**config.mk**
```make
export PLATFORM = sky130hd
export DESIGN_NAME = seg7_scan
export DESIGN_NICKNAME = d
export VERILOG_FILES = /design/src/rtl/seg7_pkg.sv /design/src/rtl/edge_sync.sv /design/src/rtl/seg7_scan.sv
export SDC_FILE = /design/constraint.sdc
export NUM_CORES = 1
export LEC_CHECK = 0
export CORE_AREA = 8 8 107 109
export CTS_CLUSTER_DIAMETER = 100
export DETAILED_ROUTE_END_ITERATION = 8
export DIE_AREA = 0 0 115 117
export HOLD_SLACK_MARGIN = 0.05
export PLACE_DENSITY = 0.73
export SYNTH_ARGS = -nofsm -noshare
export SYNTH_HDL_FRONTEND = slang
export SYNTH_SLANG_ARGS = --single-unit
export TNS_END_PERCENT = 30
```
**constraint.sdc**
```tcl
create_clock -name clk100MHz -period 3.4 [get_ports clk100MHz]
set_clock_uncertainty 0.15 [all_clocks]
set_input_delay 0.34 -clock clk100MHz [delete_from_list [all_inputs] [get_ports clk100MHz]]
set_output_delay 0.34 -clock clk100MHz [all_outputs]
set_load 0.01 [all_outputs]
```
**src/rtl/seg7_pkg.sv**
```systemverilog
// Shared constants for the multiplexed seven-segment scanner.
//   SEG_BLANK  : active-low segment pattern with every segment dark.
//   HEX_SEG    : 16-entry hex-to-segment table, bit order {g,f,e,d,c,b,a}, active-low.
//   hex_to_seg : table lookup helper.
package seg7_pkg;

  localparam logic [6:0] SEG_BLANK = 7'h7F;

  // Packed array: the left-most entry is index 15 (F), the right-most is index 0.
  localparam logic [15:0][6:0] HEX_SEG = {
    7'h0E, 7'h06, 7'h21, 7'h46,   // F E d C
    7'h03, 7'h08, 7'h10, 7'h00,   // b A 9 8
    7'h78, 7'h02, 7'h12, 7'h19,   // 7 6 5 4
    7'h30, 7'h24, 7'h79, 7'h40    // 3 2 1 0
  };

  function automatic logic [6:0] hex_to_seg(input logic [3:0] nib);
    return HEX_SEG[nib];
  endfunction

endpackage

```
**src/rtl/edge_sync.sv**
```systemverilog
// Synchronises a slow asynchronous clock-like input and produces a one-cycle
// rising-edge strobe.
//   clk_i   : sampling clock
//   rst_ni  : asynchronous active-low reset (clears sync chain and history)
//   async_i : asynchronous input level
//   edge_o  : high for one clk_i cycle after a synchronised rising edge
module edge_sync #(
  parameter int SYNC_STAGES = 2
) (
  input  logic clk_i,
  input  logic rst_ni,
  input  logic async_i,
  output logic edge_o
);

  logic [SYNC_STAGES-1:0] sync_q;
  logic                   hist_q;

  always_ff @(posedge clk_i or negedge rst_ni) begin
    if (!rst_ni) begin
      sync_q <= '0;
      hist_q <= 1'b0;
    end else begin
      sync_q <= {sync_q[SYNC_STAGES-2:0], async_i};
      hist_q <= sync_q[SYNC_STAGES-1];
    end
  end

  assign edge_o = sync_q[SYNC_STAGES-1] & ~hist_q;

endmodule

```
**src/rtl/seg7_scan.sv**
```systemverilog
// Time-multiplexed seven-segment driver. Each synchronised scan_clk rising edge
// advances to the next digit; inputs are latched into shadow registers only
// when the scan wraps to digit 0, so a whole frame shows one consistent copy.
//   clk100MHz  : system clock
//   rst_n      : asynchronous active-low reset
//   scan_clk   : slow digit-advance clock (asynchronous)
//   step_clk   : slow step clock (asynchronous), one step_pulse per rising edge
//   data       : hex nibbles, digit i = data[4i+3:4i]
//   dp_in      : per-digit decimal point request, 1 = lit
//   blank      : per-digit blank, 1 = dark
//   an         : active-low digit anodes
//   seg        : active-low segments {g,f,e,d,c,b,a}
//   dp         : active-low decimal point
//   step_pulse : registered single-cycle pulse
module seg7_scan
  import seg7_pkg::*;
#(
  parameter int NUM_DIGITS  = 8,
  parameter int SYNC_STAGES = 2
) (
  input  logic                    clk100MHz,
  input  logic                    rst_n,
  input  logic                    scan_clk,
  input  logic                    step_clk,
  input  logic [4*NUM_DIGITS-1:0] data,
  input  logic [NUM_DIGITS-1:0]   dp_in,
  input  logic [NUM_DIGITS-1:0]   blank,
  output logic [NUM_DIGITS-1:0]   an,
  output logic [6:0]              seg,
  output logic                    dp,
  output logic                    step_pulse
);

  localparam int IDX_W = (NUM_DIGITS > 1) ? $clog2(NUM_DIGITS) : 1;
  localparam logic [IDX_W-1:0] LAST_IDX = IDX_W'(NUM_DIGITS - 1);

  logic scan_edge;
  logic step_edge;

  edge_sync #(.SYNC_STAGES(SYNC_STAGES)) u_scan_sync (
    .clk_i   (clk100MHz),
    .rst_ni  (rst_n),
    .async_i (scan_clk),
    .edge_o  (scan_edge)
  );

  edge_sync #(.SYNC_STAGES(SYNC_STAGES)) u_step_sync (
    .clk_i   (clk100MHz),
    .rst_ni  (rst_n),
    .async_i (step_clk),
    .edge_o  (step_edge)
  );

  logic [IDX_W-1:0]        idx_q, idx_d;
  logic [4*NUM_DIGITS-1:0] sh_data_q, sh_data_d;
  logic [NUM_DIGITS-1:0]   sh_dp_q, sh_dp_d;
  logic [NUM_DIGITS-1:0]   sh_blank_q, sh_blank_d;
  logic [NUM_DIGITS-1:0]   an_q, an_d;
  logic [6:0]              seg_q, seg_d;
  logic                    dp_q, dp_d;
  logic                    step_q;
  logic [3:0]              nib;

  always_comb begin
    idx_d      = idx_q;
    sh_data_d  = sh_data_q;
    sh_dp_d    = sh_dp_q;
    sh_blank_d = sh_blank_q;
    an_d       = an_q;
    seg_d      = seg_q;
    dp_d       = dp_q;
    nib        = 4'h0;
    if (scan_edge) begin
      idx_d = (idx_q == LAST_IDX) ? '0 : idx_q + 1'b1;
      // Latch a fresh frame on entry to digit 0; digit 0 itself already
      // displays the newly captured values.
      if (idx_d == '0) begin
        sh_data_d  = data;
        sh_dp_d    = dp_in;
        sh_blank_d = blank;
      end
      nib = sh_data_d[{idx_d, 2'b00} +: 4];
      if (sh_blank_d[idx_d]) begin
        an_d  = '1;
        seg_d = SEG_BLANK;
        dp_d  = 1'b1;
      end else begin
        for (int i = 0; i < NUM_DIGITS; i++) begin
          an_d[i] = (idx_d != IDX_W'(i));
        end
        seg_d = hex_to_seg(nib);
        dp_d  = ~sh_dp_d[idx_d];
      end
    end
  end

  always_ff @(posedge clk100MHz or negedge rst_n) begin
    if (!rst_n) begin
      idx_q      <= LAST_IDX;
      sh_data_q  <= '0;
      sh_dp_q    <= '0;
      sh_blank_q <= '0;
      an_q       <= '1;
      seg_q      <= SEG_BLANK;
      dp_q       <= 1'b1;
      step_q     <= 1'b0;
    end else begin
      idx_q      <= idx_d;
      sh_data_q  <= sh_data_d;
      sh_dp_q    <= sh_dp_d;
      sh_blank_q <= sh_blank_d;
      an_q       <= an_d;
      seg_q      <= seg_d;
      dp_q       <= dp_d;
      step_q     <= step_edge;
    end
  end

  assign an         = an_q;
  assign seg        = seg_q;
  assign dp         = dp_q;
  assign step_pulse = step_q;

endmodule

```
Yosys cells after proc, flatten, opt, wreduce, memory -nomap -nowiden:

Memory sizes are Yosys's and may differ from the RTL's.
Index checks and enable logic that the tools add are counted.

* word-level logic and storage cells: 47
* input bits: 52
* output and inout port bits: 17
* memories kept: 1
* bits in registers: 74
* ROM bits: 112

Memory list
* (no name shown): depth 16, bits a word 7, rd ports 1, clocked after memory_dff 0, write ports 0, line seg7_pkg.sv:18 `return HEX_SEG[nib];`

* order comparisons: 2
* shifts and indexed selects: 1
* multiplexer cells: 15
* add/subtract/negate cells: 1
* eq/ne operators: 8
* bitwise gates (word level): 5
* reductions and logical operators: 2

Operators with widths (number)
* 32-bit 2-to-1 mux: 2
* 8-bit 2-to-1 mux: 5
* 32-bit by 6-bit indexed part select with 4-bit output: 1
* 7-bit 2-to-1 mux: 2
* 3-bit != test, second input constant: 4
* 1-bit binary-select mux with 3-bit select: 2
* 3-bit by 2-bit != test with 1-bit output, second input constant: 2
* 4-bit by 5-bit less-than comparator with 1-bit output, second input constant: 1
* 3-bit by 4-bit less-than comparator with 1-bit output, second input constant: 1
* 3-bit by 1-bit adder with 3-bit output, second input constant: 1
* 3-bit == test, second input constant: 1
* 3-bit zero test: 1
* 1-bit 2-to-1 mux: 3
* 3-bit 2-to-1 mux: 1
* 3-bit by 1-bit != test with 1-bit output, second input constant: 1
* 1-bit inverter: 3
* 3-bit nonzero test: 1
* 1-bit AND: 2

Logic depth before layout (Yosys ltp):

Gate-level depths: netlist (run 1).

* depth in word-level cells: 9
* gate-level depth with buffers: 13
* gate-level depth less buffers: 11

By module:

Synthesis (run 1) repeated with hierarchy kept, for this count alone.

* cell total of the unflattened synthesis: 281
* area, all modules: 3731.1 µm²

By module, submodules not included
* seg7_scan: sequential area each 1725.4 µm², area each 3553.4 µm², times used 1, cells an instance 273
* edge_sync: sequential area each 75.1 µm², area each 88.8 µm², times used 2, cells an instance 4

Worst setup path after synthesis (run 1):

Ideal clock, no wire load.

* path type: register to register
* start: reg idx_q[0]
* end: reg seg_q[0] (netlist: seg[0])
* arrival time: 2983 ps
* buffers on the path: 0
* data required time: 3166 ps
* path slack: 183 ps
* stages on the path, launching flop included: 11
* path through: dfstp_2 > ha_1 > ha_1 > clkinv_1 > mux4_2 > mux2i_1 > inv_1 > ha_1 > or2_2 > o221ai_2 > o21ai_1

* cells in the longest elaborated chain, start to end: 9

Ends and longest elaborated chain
* from (decl): line seg7_scan.sv:54 `logic [IDX_W-1:0] idx_q, idx_d;`
* from (signal assigned): line seg7_scan.sv:108 `idx_q <= idx_d;`
* 3-bit by 1-bit adder with 3-bit output / 3-bit == test (equally long branches): line seg7_scan.sv:74 `idx_d = (idx_q == LAST_IDX) ? '0 : idx_q + 1'b1;`
* 3-bit 2-to-1 mux (*): line seg7_scan.sv:74
* 3-bit zero test: line seg7_scan.sv:77 `if (idx_d == '0) begin`
* 32-bit 2-to-1 mux: line seg7_scan.sv:77
* 32-bit 2-to-1 mux: line seg7_scan.sv:73 `if (scan_edge) begin`
* 32-bit by 6-bit indexed part select with 4-bit output: line seg7_scan.sv:82 `nib = sh_data_d[{idx_d, 2'b00} +: 4];`
* memory read 16 x 7 bit
* 7-bit 2-to-1 mux (not written as such): line seg7_pkg.sv:18
* 7-bit 2-to-1 mux (*): line seg7_scan.sv:83 `if (sh_blank_d[idx_d]) begin`
* to (signal assigned): line seg7_scan.sv:113 `seg_q <= seg_d;`
* to (decl): line seg7_scan.sv:59 `logic [6:0] seg_q, seg_d;`

Mark *: on every way between the ends. The rest lies on a longest branch, timed or not. The select of a mux whose other input is x is not followed.
A chain may end at the register's enable or synchronous reset.

Final worst setup path (run 1):

* start: reg idx_q[1]
* end: reg seg_q[0] (netlist: seg[0])

The elaborated chain is that of the path after synthesis.

==> results of run 1 <==
worst max-delay path: stages, from the launching register on:
cell and delay, ns:
dfstp_2 0.55, ha_1 0.18, ha_1 0.25, clkinv_1 0.10, buf_4 0.17, mux4_2 0.59
ha_1 0.30, mux2_4 0.29, o21a_1 0.18, o221ai_2 0.15, o21ai_1 0.07
area by class of cell:
| class | instances | area [um^2] |
|---|---|---|
| tap | 136 | 170.2 |
| sequential | 74 | 1876 |
| fill | 885 | 5049 |
| multi-input combinational | 190 | 1748 |
| timing repair buffer | 80 | 783.3 |
| clock inverter | 5 | 102.6 |
| inverter | 11 | 41.29 |
| clock buffer | 10 | 137.6 |
cell usage after synthesis, drive strengths merged:
library cell	n
mux2	61
dfrtp	55
nor2	20
dfstp	19
mux2i	19
nand2	17
clkbuf	13
a31oi	12
ha	12
o21ai	12
inv	10
mux4	10
a21oi	4
buf	4
a211oi	3
nand3	3
o211ai	2
o21a	2
or2	2
and2	1
and2b	1
and3	1
clkinv	1
nand2b	1
nor2b	1
nor3b	1
o221ai	1
o22a	1
o32a	1
or2b	1
or3	1
per-stage QoR:
step                      total power, W  utilization
after floorplan                 0.003397            -
after global placement          0.003987       0.4651
after detailed placement        0.004089       0.4651
after CTS                       0.004935       0.4904
after global routing            0.005269       0.4904
final                           0.004878       0.4904
state kept, by name, summed over array words and instances (netlist names):
name,count
an,8
dp,1
idx_q,3
seg,7
sh_blank_q,8
sh_data_q,32
sh_dp_q,8
step_pulse,1
u_scan_sync.hist_q,1
u_scan_sync.sync_q,2
u_step_sync.hist_q,1
u_step_sync.sync_q,2
cells by family (layout without fill, tap and decap cells):
kind of cell / count (synthesis) / count (layout)
mux: 90 / 90
buf+inv: 28 / 106
fa+ha+maj: 12 / 12
compound gates: 38 / 38
simple gates: 50 / 50
flops: 74 / 74
power by group:
group	total (W)	leakage, nW	internal (W)	switching (W)
registers	0.00152	0.842	0.00132	0.000204
clock network	0.000824	0.118	0.000502	0.000322
logic	0.00253	1.05	0.00134	0.00119
total	0.00488	2.01	0.00316	0.00172
layer usage:
layer | GRT usage | routed length, um | vias up
met1 | 0.1660 | 3648 | 1200
met2 | 0.2097 | 3863 | 47
li1 | - | - | 1191
met5 | 0 | 0 | -
met4 | 0.04991 | 141 | 0
met3 | 0.03232 | 377 | 14
how the worst min path moves through the flow:
stage / start / cells after the start / end / slack, ns
floorplan: rst_n / 0 / sh_blank_q[0] / -0.11
global placement: u_step_sync.sync_q[0] / 0 / u_step_sync.sync_q[1] / 0.19
detailed placement: u_step_sync.sync_q[0] / 0 / u_step_sync.sync_q[1] / 0.19
CTS: u_step_sync.sync_q[0] / 0 / u_step_sync.sync_q[1] / 0.21
global route: u_step_sync.sync_q[0] / 0 / u_step_sync.sync_q[1] / 0.22
finish: u_step_sync.sync_q[0] / 0 / u_step_sync.sync_q[1] / 0.20
==> summary.md, run 1 <==
| Metric | Value |
|---|---|
| Final Slew Violations | `0` |
| Area Overhead vs Synth | `27.69%` |
| CTS Sinks | `74` |
| Vias in the first global route | `approximately 2700` |
| Synth area leaders | `dfrtp_1 36%, mux2_2 17%, dfstp_2 13%` |
| # diodes | `0` |
| Initial Util | `0.3841` |
| Status | `complete, no violations` |
| Final worst slack | `0.3560 ns` |
| Synthesized flop and latch total | `74` |
| VDD IR max | `0.4283 mV` |
| DR vias | `2452` |
| Worst setup path endpoint | `seg[0]` |
| Initial DRT Pass Iterations | `4` |
| Die Y | `roughly 120 um` |
| Synth Area in Compound Gates | `0.06379` |
| Max-Slew Margin vs Limit | `0.3735` |
| Post-CTS Setup Repair Bufs | `0` |
| Largest family of logic cells by synthesized area | `multiplexers` |
| Ratio of cells with drive above 1 in the final layout | `0.3378` |
| First-pass GRT wire length | `13.65 mm` |
| Yosys warnings | `0` |
| GR Overflow Total | `0` |
| Adder-cell share of the synthesized area | `0.03946` |
| Vias per cell | `4.846` |
| Final hold violations | `0` |
| Net Count, Synth | `356` |
| Worst EP arrival | `3.17 ns` |
| Placer Congestion | `0.8520` |
| Count of buffers from port buffering | `between 60 and 70` |
| Crit path kind | `flip-flop to flip-flop` |
| Final cycle utilization of the critical path | `0.8953` |
| Simple-gate share of the synthesized area | `0.05853` |
| Setup_tns | `0 ns` |
| CTS tree | `done` |
| Largest net degree at the start of global routing | `75` |
| Reg clk slew, reported paths | `roughly 0.080 ns` |
| Gr usage total | `0.1303` |
| Post-CTS Hold Buffers | `1` |
| Routed Wire Length | `8.031 mm` |
| Static Leakage | `between 2 and 2.5 nW` |
| Reg2Reg Depth | `10` |
| Root buffer cell | `clkbuf_8` |
| Starting DRT DRC Count | `just over 80` |
| Worst slack, placed | `around 0.33 ns` |
| Placed cell count | `between 400 and 500` |
| Final setup fails | `0` |
| Cell variety after synth | `38` |
| Tightest Pin Transition | `between 0.9 and 1 ns` |
| Worst skew pair latency | `0.34 ns` |
| Mapped cell area | `3805 um^2` |
| Post-DP Area | `4608 um^2` |
| I/O pin cnt | `69` |
| Die ar. | `~13000 um^2` |
| Unrepaired setup endpoints after global routing | `no` |
| Max-cap violations | `0` |
| Worst Path Required | `3.53 ns` |
| Seq/Total Area, Yosys | `0.4929` |
| Chip width | `115 um` |
| Synth Area in XOR/XNOR | `0` |
| Drt drc | `0` |
| Nets | `430` |
| Num CTS Buffers | `9` |
| Initial antenna violation count | `0` |
| CP endpoint kind | `flip-flop` |
| Hpwl dp | `6.137 mm` |
| Post-cts sizing count | `0` |
| Reg2reg start | `idx_q[1]` |
| Clock Path Buffers | `2` |
| Post-route ant nets | `0` |
| Biggest area consumer among synthesized cells | `dfrtp_1` |
| Row cnt | `37` |
| Highest clock rate | `328.5 MHz` |
| Avg WL per Cell | `15.87 um` |
| Synth top area share | `0.3617` |
| Hold slack final | `roughly 0.2 ns` |
| Core area | `just under 10000 um^2` |
| Htree depth | `3` |
| Cells after synthesis | `just under 300` |
| HP Class | `flip-flop to flip-flop` |
| Pwr dens | `1004 nW/um^2` |
| Crit-path max FO | `6` |
| Multiplexer area fraction after synthesis | `0.2969` |
| Mean Syn Cell Area | `13.03 um^2` |
| Tmin final | `between 3 and 4 ns` |
| Cell Count, Final, Fillers Out | `506` |
| Worst R2R End | `seg[0]` |
| Leading cell type in the layout, fill and taps excluded | `clkdlybuf4s50_1` |
| Final instance area | `~4900 um^2` |
| Worst setup SP type | `flip-flop` |
| Commonest non-fill, non-tap cells in the layout | `67 x clkdlybuf4s50_1, 59 x mux2_2, 55 x dfrtp_1` |
| Reg2Reg Setup Slack | `0.36 ns` |
| Critical Path Start | `idx_q[1]` |
No activity file was read; power rests on OpenSTA's default activity.
==> run 2: changes to the inputs <==
- PLACE_DENSITY: 0.73 -> 0.71
- clock period: 3.4 -> 2.93 ns (I/O delays scaled with it)
==> run 2 against run 1 <==
Net effect: the run now ends with negative setup slack left; power rose by 32%; final area up 5.6%; first-iteration DRC count up 11%; final cell count increased by 3.2%; clock power about the same; routed wire length is 7.3% higher; via count grew 6.2%; clock-buffer cell count grew 4; critical path depth up 1; maximum frequency rose by 1.2%.
==> summary.md, run 2 (synthesis gave the netlist of run 1 again) <==
| Metric | Value |
|---|---|
| # diodes | `0` |
| Initial DRT Pass Iterations | `4` |
| Status | `finished, violations left` |
| Tightest Pin Transition | `0.9254 ns` |
| Worst setup SP type | `flip-flop` |
| First-pass GRT wire length | `between 10 and 15 mm` |
| Hold slack final | `0.2031 ns` |
| Pwr dens | `1252 nW/um^2` |
| Reg area | `between 1500 and 2000 um^2` |
| Unrepaired setup endpoints after global routing | `yes` |
| DR vias | `roughly 2600` |
| GR Overflow Total | `0` |
| WHS Path Cells | `0` |
| Final setup fails | `1` |
| Gr usage total | `0.1295` |
| Reg2Reg Depth | `11` |
| Worst hold endpoint | `u_step_sync.sync_q[1]` |
| Reg power frac | `0.278` |
| Hpwl dp | `between 6 and 7 mm` |
| Nets | `445` |
| Worst slack, placed | `-0.07631 ns` |
| Final cycle utilization of the critical path | `1.027` |
| Commonest non-fill, non-tap cells in the layout | `67 x clkdlybuf4s50_1, 59 x mux2_2, 55 x dfrtp_1` |
| Metal3 WL | `438 um` |
| Final instance area | `~5100 um^2` |
| Final hold violations | `0` |
| Worst EP arrival | `3.15 ns` |
| Reg2Reg Setup Slack | `-0.08 ns` |
| Hold Path Origin | `u_step_sync.sync_q[0]` |
| Chip width | `between 100 and 150 um` |
| Wire length on met2 | `4.239 mm` |
| HP Class | `flip-flop to flip-flop` |
| # fillers | `900` |
| Starting DRT DRC Count | `91` |
| CTS tree | `done` |
| Highest clock rate | `332.3 MHz` |
| Initial Util | `0.3841` |
| I/O pin cnt | `69` |
| Worst R2R End | `seg[3]` |
| Sw frac | `0.3646` |
| Routed Wire Length | `8.620 mm` |
| Highest metal layer with signal wires | `met4` |
| Int Pwr | `0.004082 W` |
| CTS Sinks | `between 70 and 80` |
| Reg2reg start | `idx_q[0]` |
| Post-route ant nets | `0` |
| Clock power share | `0.129` |
| Max-Slew Margin vs Limit | `0.3831` |
| Row cnt | `37` |
| Crit path kind | `flip-flop to flip-flop` |
| VDD IR max | `0.5284 mV` |
| Htree depth | `3` |
| Largest register FFs | `32` |
| Largest net degree at the start of global routing | `75` |
| Core area | `a little under 10000 um^2` |
| Die Y | `approximately 120 um` |
| Ratio of cells with drive above 1 in the final layout | `0.4119` |
| Failing checks | `negative setup slack` |
| Worst Path Required | `3.07 ns` |
| Avg WL per Cell | `16.51 um` |
| Vias per cell | `4.989` |
| Reg clk slew, reported paths | `0.08 ns` |
| Post-Route M1 WL | `3.867 mm` |
| Static Leakage | `roughly 2.1 nW` |
| Gate power share | `0.594` |
| Die ar. | `between 10000 and 15000 um^2` |
| Worst skew pair latency | `0.34 ns` |
| Root buffer cell | `clkbuf_8` |
| Final worst slack | `-0.07925 ns` |
| Initial antenna violation count | `0` |
| Leading cell type in the layout, fill and taps excluded | `clkdlybuf4s50_1` |
| Drt drc | `0` |
| Area taken by multi-input logic gates | `1876 um^2` |
| Final Slew Violations | `0` |
| Clock Path Buffers | `2` |
| Psw | `between 0.002 and 0.0025 W` |
| Num CTS Buffers | `9` |
| Post-DP Area | `4659 um^2` |
| Count of buffers from port buffering | `roughly 70` |
| CP endpoint kind | `flip-flop` |
| Placer Congestion | `0.9185` |
| Max-cap violations | `0` |
| Largest register by flop count | `sh_data_q` |
| Tmin final | `~3.0 ns` |
| Crit-path max FO | `4` |
| Vias in the first global route | `2640` |
| Area Overhead vs Synth | `34.86%` |
==> run 2: area by class of cell <==
type | instances | area share
multi-input combinational | 190 | 0.3655
inverter | 11 | 0.009510
sequential | 74 | 0.3655
clock inverter | 2 | 0.006828
timing repair buffer | 95 | 0.1858
tap | 136 | 0.03316
clock buffer | 14 | 0.03365
==> run 2: worst max-delay path, stage by stage (launching register included) <==
cell and delay (ns):
dfstp_2 0.62, ha_4 0.19, ha_4 0.22, clkinv_4 0.07
mux4_2 0.52, mux2i_4 0.27, buf_4 0.19, ha_1 0.25
inv_1 0.07, mux2i_1 0.09, mux2i_1 0.18, o22a_2 0.16
==> run 2: how the worst max path moves through the flow <==
stage | startpoint | end | slack [ns] | cells after the start
finish | idx_q[0] | seg[3] | -0.08 | 11
global route | idx_q[0] | seg[3] | -0.16 | 11
CTS | idx_q[0] | seg[3] | 0.008 | 9
global placement | idx_q[0] | seg[3] | 0.04 | 9
detailed placement | idx_q[0] | seg[0] | -0.08 | 10
floorplan | idx_q[0] | seg[3] | -0.002 | 12
==> run 2: repair_timing <==
action	in CTS	in global routing
gates cloned	1	0
gates resized for setup	9	19
hold buffers	1	0
endpoints found under the setup margin	4	7
buffers inserted	2	9
endpoints found under the hold margin	55	0
pin swaps	3	7
==> run 2: metrics by stage <==
| step | cells | TNS, ns | power, W | util |
|---|---|---|---|---|
| 3_5_place_dp | 493 | -0.1536 | 0.004928 | 0.4703 |
| 4_1_cts | 513 | 0 | 0.005897 | 0.5008 |
| 5_1_grt | 522 | -0.2815 | 0.006843 | 0.5179 |
| 2_1_floorplan | 292 | -0.002202 | 0.004014 | - |
| 3_3_place_gp | 493 | 0 | 0.004799 | 0.4703 |
| 6_report | 522 | -0.07925 | 0.006424 | 0.5179 |
==> run 2: metal layers <==
layer  global-route usage  up-vias
met5                    0        -
met2               0.2062       61
met1               0.1697     1312
met4              0.03415        0
li1                     -     1225
met3              0.03694        6
==> run 2: power groups by stage <==
stage          clock network [W]  registers, W  logic, W
2_1_floorplan                  0       0.00174   0.00227
3_3_place_gp                   0       0.00176   0.00304
3_5_place_dp                   0       0.00179   0.00314
4_1_cts                 0.000844       0.00178   0.00327
5_1_grt                 0.000890       0.00184   0.00412
6_report                0.000826       0.00178   0.00381
==> run 3: changes to the inputs <==
- CORE_AREA: 8 8 107 109 -> 2 2 101 103
- CTS_CLUSTER_SIZE: not set -> 12
- DIE_AREA: 0 0 115 117 -> 0 0 103 105
==> run 3 against run 2 <==
Net effect: the flow now finishes without violations; flip-flop and latch count stayed put; critical path depth is 1 lower; clock-buffer cell count is 2 lower; register-to-register slack better by 0.16 ns; largest power group unchanged.
==> summary.md, run 3 (synthesis gave the netlist of run 1 again) <==
| Metric | Value |
|---|---|
| Status | `complete, no violations` |
| Critical Path, Cell by Cell | `ha_4 -> buf_4 -> ha_4 -> o21ai_0 -> mux4_2 -> ha_2 -> buf_6 -> mux2i_1 -> nor2_1 -> o32a_1` |
| Leading cell type in the layout, fill and taps excluded | `clkdlybuf4s50_1` |
| Root buffer cell | `clkbuf_8` |
| Die ar. | `10820 um^2` |
| Area Overhead vs Synth | `33.18%` |
| Clock Path Buffers | `2` |
| Htree depth | `3` |
| Gr usage total | `0.1519` |
| Max stage delay on crit path | `0.59 ns` |
| CTS Sinks | `74` |
| Worst Path Required | `3.05 ns` |
| Int Pwr | `0.004007 W` |
| Max-Slew Margin vs Limit | `0.3813` |
| Row cnt | `36` |
| Post-route ant nets | `0` |
| CTS tree | `done` |
| Largest register FFs | `32` |
| Max-cap violations | `0` |
| Hold Path Origin | `u_step_sync.sync_q[0]` |
| Vias in the first global route | `2545` |
| Worst path most repeated cell | `ha_4` |
| Clock power share | `0.150` |
| Crit-path max FO | `12` |
| Worst EP arrival | `just under 3 ns` |
| Initial DRT Pass Iterations | `4` |
| HP Class | `flip-flop to flip-flop` |
| Initial antenna violation count | `0` |
| Crit path kind | `flip-flop to flip-flop` |
| Static Leakage | `around 2.1 nW` |
| Drt drc | `0` |
| Metal3 WL | `407 um` |
| Critical path buffer and inverter count | `2` |
| # fillers | `roughly 870` |
| Hold slack final | `0.2046 ns` |
| Final Slew Violations | `0` |
| Post-DP Area | `approximately 4700 um^2` |
| Reg clk slew, reported paths | `0.09 ns` |
| Reg2Reg Depth | `10` |
| Avg WL per Cell | `between 15 and 20 um` |
| Final worst slack | `between 0.07 and 0.08 ns` |
| Die Y | `105 um` |
| Hpwl dp | `5.713 mm` |
| Final setup fails | `0` |
| Setup_tns | `0 ns` |
| Commonest non-fill, non-tap cells in the layout | `67 x clkdlybuf4s50_1, 58 x mux2_2, 55 x dfrtp_1` |
| GR Overflow Total | `0` |
| DR vias | `2577` |
| Core area | `9639 um^2` |
| CP endpoint kind | `flip-flop` |
| Psw | `0.002193 W` |
| # diodes | `0` |
| Reg power frac | `0.286` |
| Final cycle utilization of the critical path | `0.9738` |
| Tmin final | `2.853 ns` |
| Chip width | `103 um` |
| Worst setup SP type | `flip-flop` |
| Tightest Pin Transition | `between 0.9 and 1 ns` |
| Largest register by flop count | `sh_data_q` |
| Starting DRT DRC Count | `roughly 50` |
| Nets | `447` |
| Critical path's slowest cell | `dfstp_2` |
| Pwr dens | `1223 nW/um^2` |
| Num CTS Buffers | `9` |
| Largest net degree at the start of global routing | `75` |
| Reg area | `approximately 1900 um^2` |
| Fin util | `0.5257` |
| Area taken by multi-input logic gates | `1819 um^2` |
| Final hold violations | `0` |
| First-pass GRT wire length | `approximately 13 mm` |
| WHS Path Cells | `0` |
| Initial Util | `0.3947` |
| Unrepaired setup endpoints after global routing | `yes` |
| Post-Route M1 WL | `3.696 mm` |
| Placer Congestion | `0.9192` |
| I/O pin cnt | `69` |
| Gate power share | `0.564` |
| Worst slack, placed | `-0.08718 ns` |
| Routed Wire Length | `7.969 mm` |
| VDD IR max | `0.4803 mV` |
| Highest metal layer with signal wires | `met4` |
| Sw frac | `0.3536` |
| Worst R2R End | `seg[4]` |
| Vias per cell | `approximately 5` |
| Worst hold endpoint | `u_step_sync.sync_q[1]` |
| Final instance area | `5067 um^2` |
| Reg2Reg Setup Slack | `0.08 ns` |
| Highest clock rate | `350.5 MHz` |
| Ratio of cells with drive above 1 in the final layout | `0.3995` |
| Reg2reg start | `idx_q[0]` |
| CP top delay family | `multiplexers` |
| Wire length on met2 | `between 3 and 4 mm` |
| Count of buffers from port buffering | `68` |
| Worst skew pair latency | `0.35 ns` |
run 3: timing repair:
item	CTS	global route
pin swaps	0	3
endpoints found under the setup margin	5	6
gates resized for setup	3	12
buffers inserted	1	11
hold endpoints to repair	55	0
hold buffers	1	0
run 3: routing by layer:
layer	vias to the layer above	track usage
li1	1228	-
met1	1266	0.2113
met2	73	0.2263
met3	10	0.04482
met4	0	0.04981
met5	-	0
run 3: final cells by class:
cell class | instances | area share
multi-input cells | 190 | 0.3590
clock buffers | 12 | 0.03259
repair buffers | 97 | 0.1820
well taps | 133 | 0.03284
inverters | 11 | 0.009136
clock inverters | 4 | 0.01432
flip-flops and latches | 74 | 0.3701
run 3: through the flow:
| step | total power (W) | std cells |
|---|---|---|
| floorplan | 0.004014 | 292 |
| global placement | 0.004787 | 492 |
| detailed placement | 0.004892 | 492 |
| CTS | 0.005864 | 510 |
| global route | 0.006608 | 521 |
| finish | 0.006200 | 521 |
run 3: how the worst max path moves through the flow:
| stage | start | endpoint | slack, ns | depth (start not counted) |
|---|---|---|---|---|
| floorplan | idx_q[0] | seg[3] | -0.002 | 12 |
| global placement | idx_q[0] | seg[0] | 0.04 | 10 |
| detailed placement | idx_q[0] | seg[4] | -0.09 | 9 |
| CTS | idx_q[0] | seg[3] | -0.007 | 11 |
| global route | idx_q[0] | seg[4] | -0.03 | 10 |
| finish | idx_q[0] | seg[4] | 0.08 | 10 |
run 3: power by group through the flow:
| stage | Combinational, W | Clock, W | Sequential (W) |
|---|---|---|---|
| 5_1_grt | 0.00379 | 0.000994 | 0.00183 |
| 3_3_place_gp | 0.00303 | 0 | 0.00175 |
| 2_1_floorplan | 0.00227 | 0 | 0.00174 |
| 4_1_cts | 0.00315 | 0.000950 | 0.00176 |
| 6_report | 0.00350 | 0.000930 | 0.00177 |
| 3_5_place_dp | 0.00310 | 0 | 0.00179 |
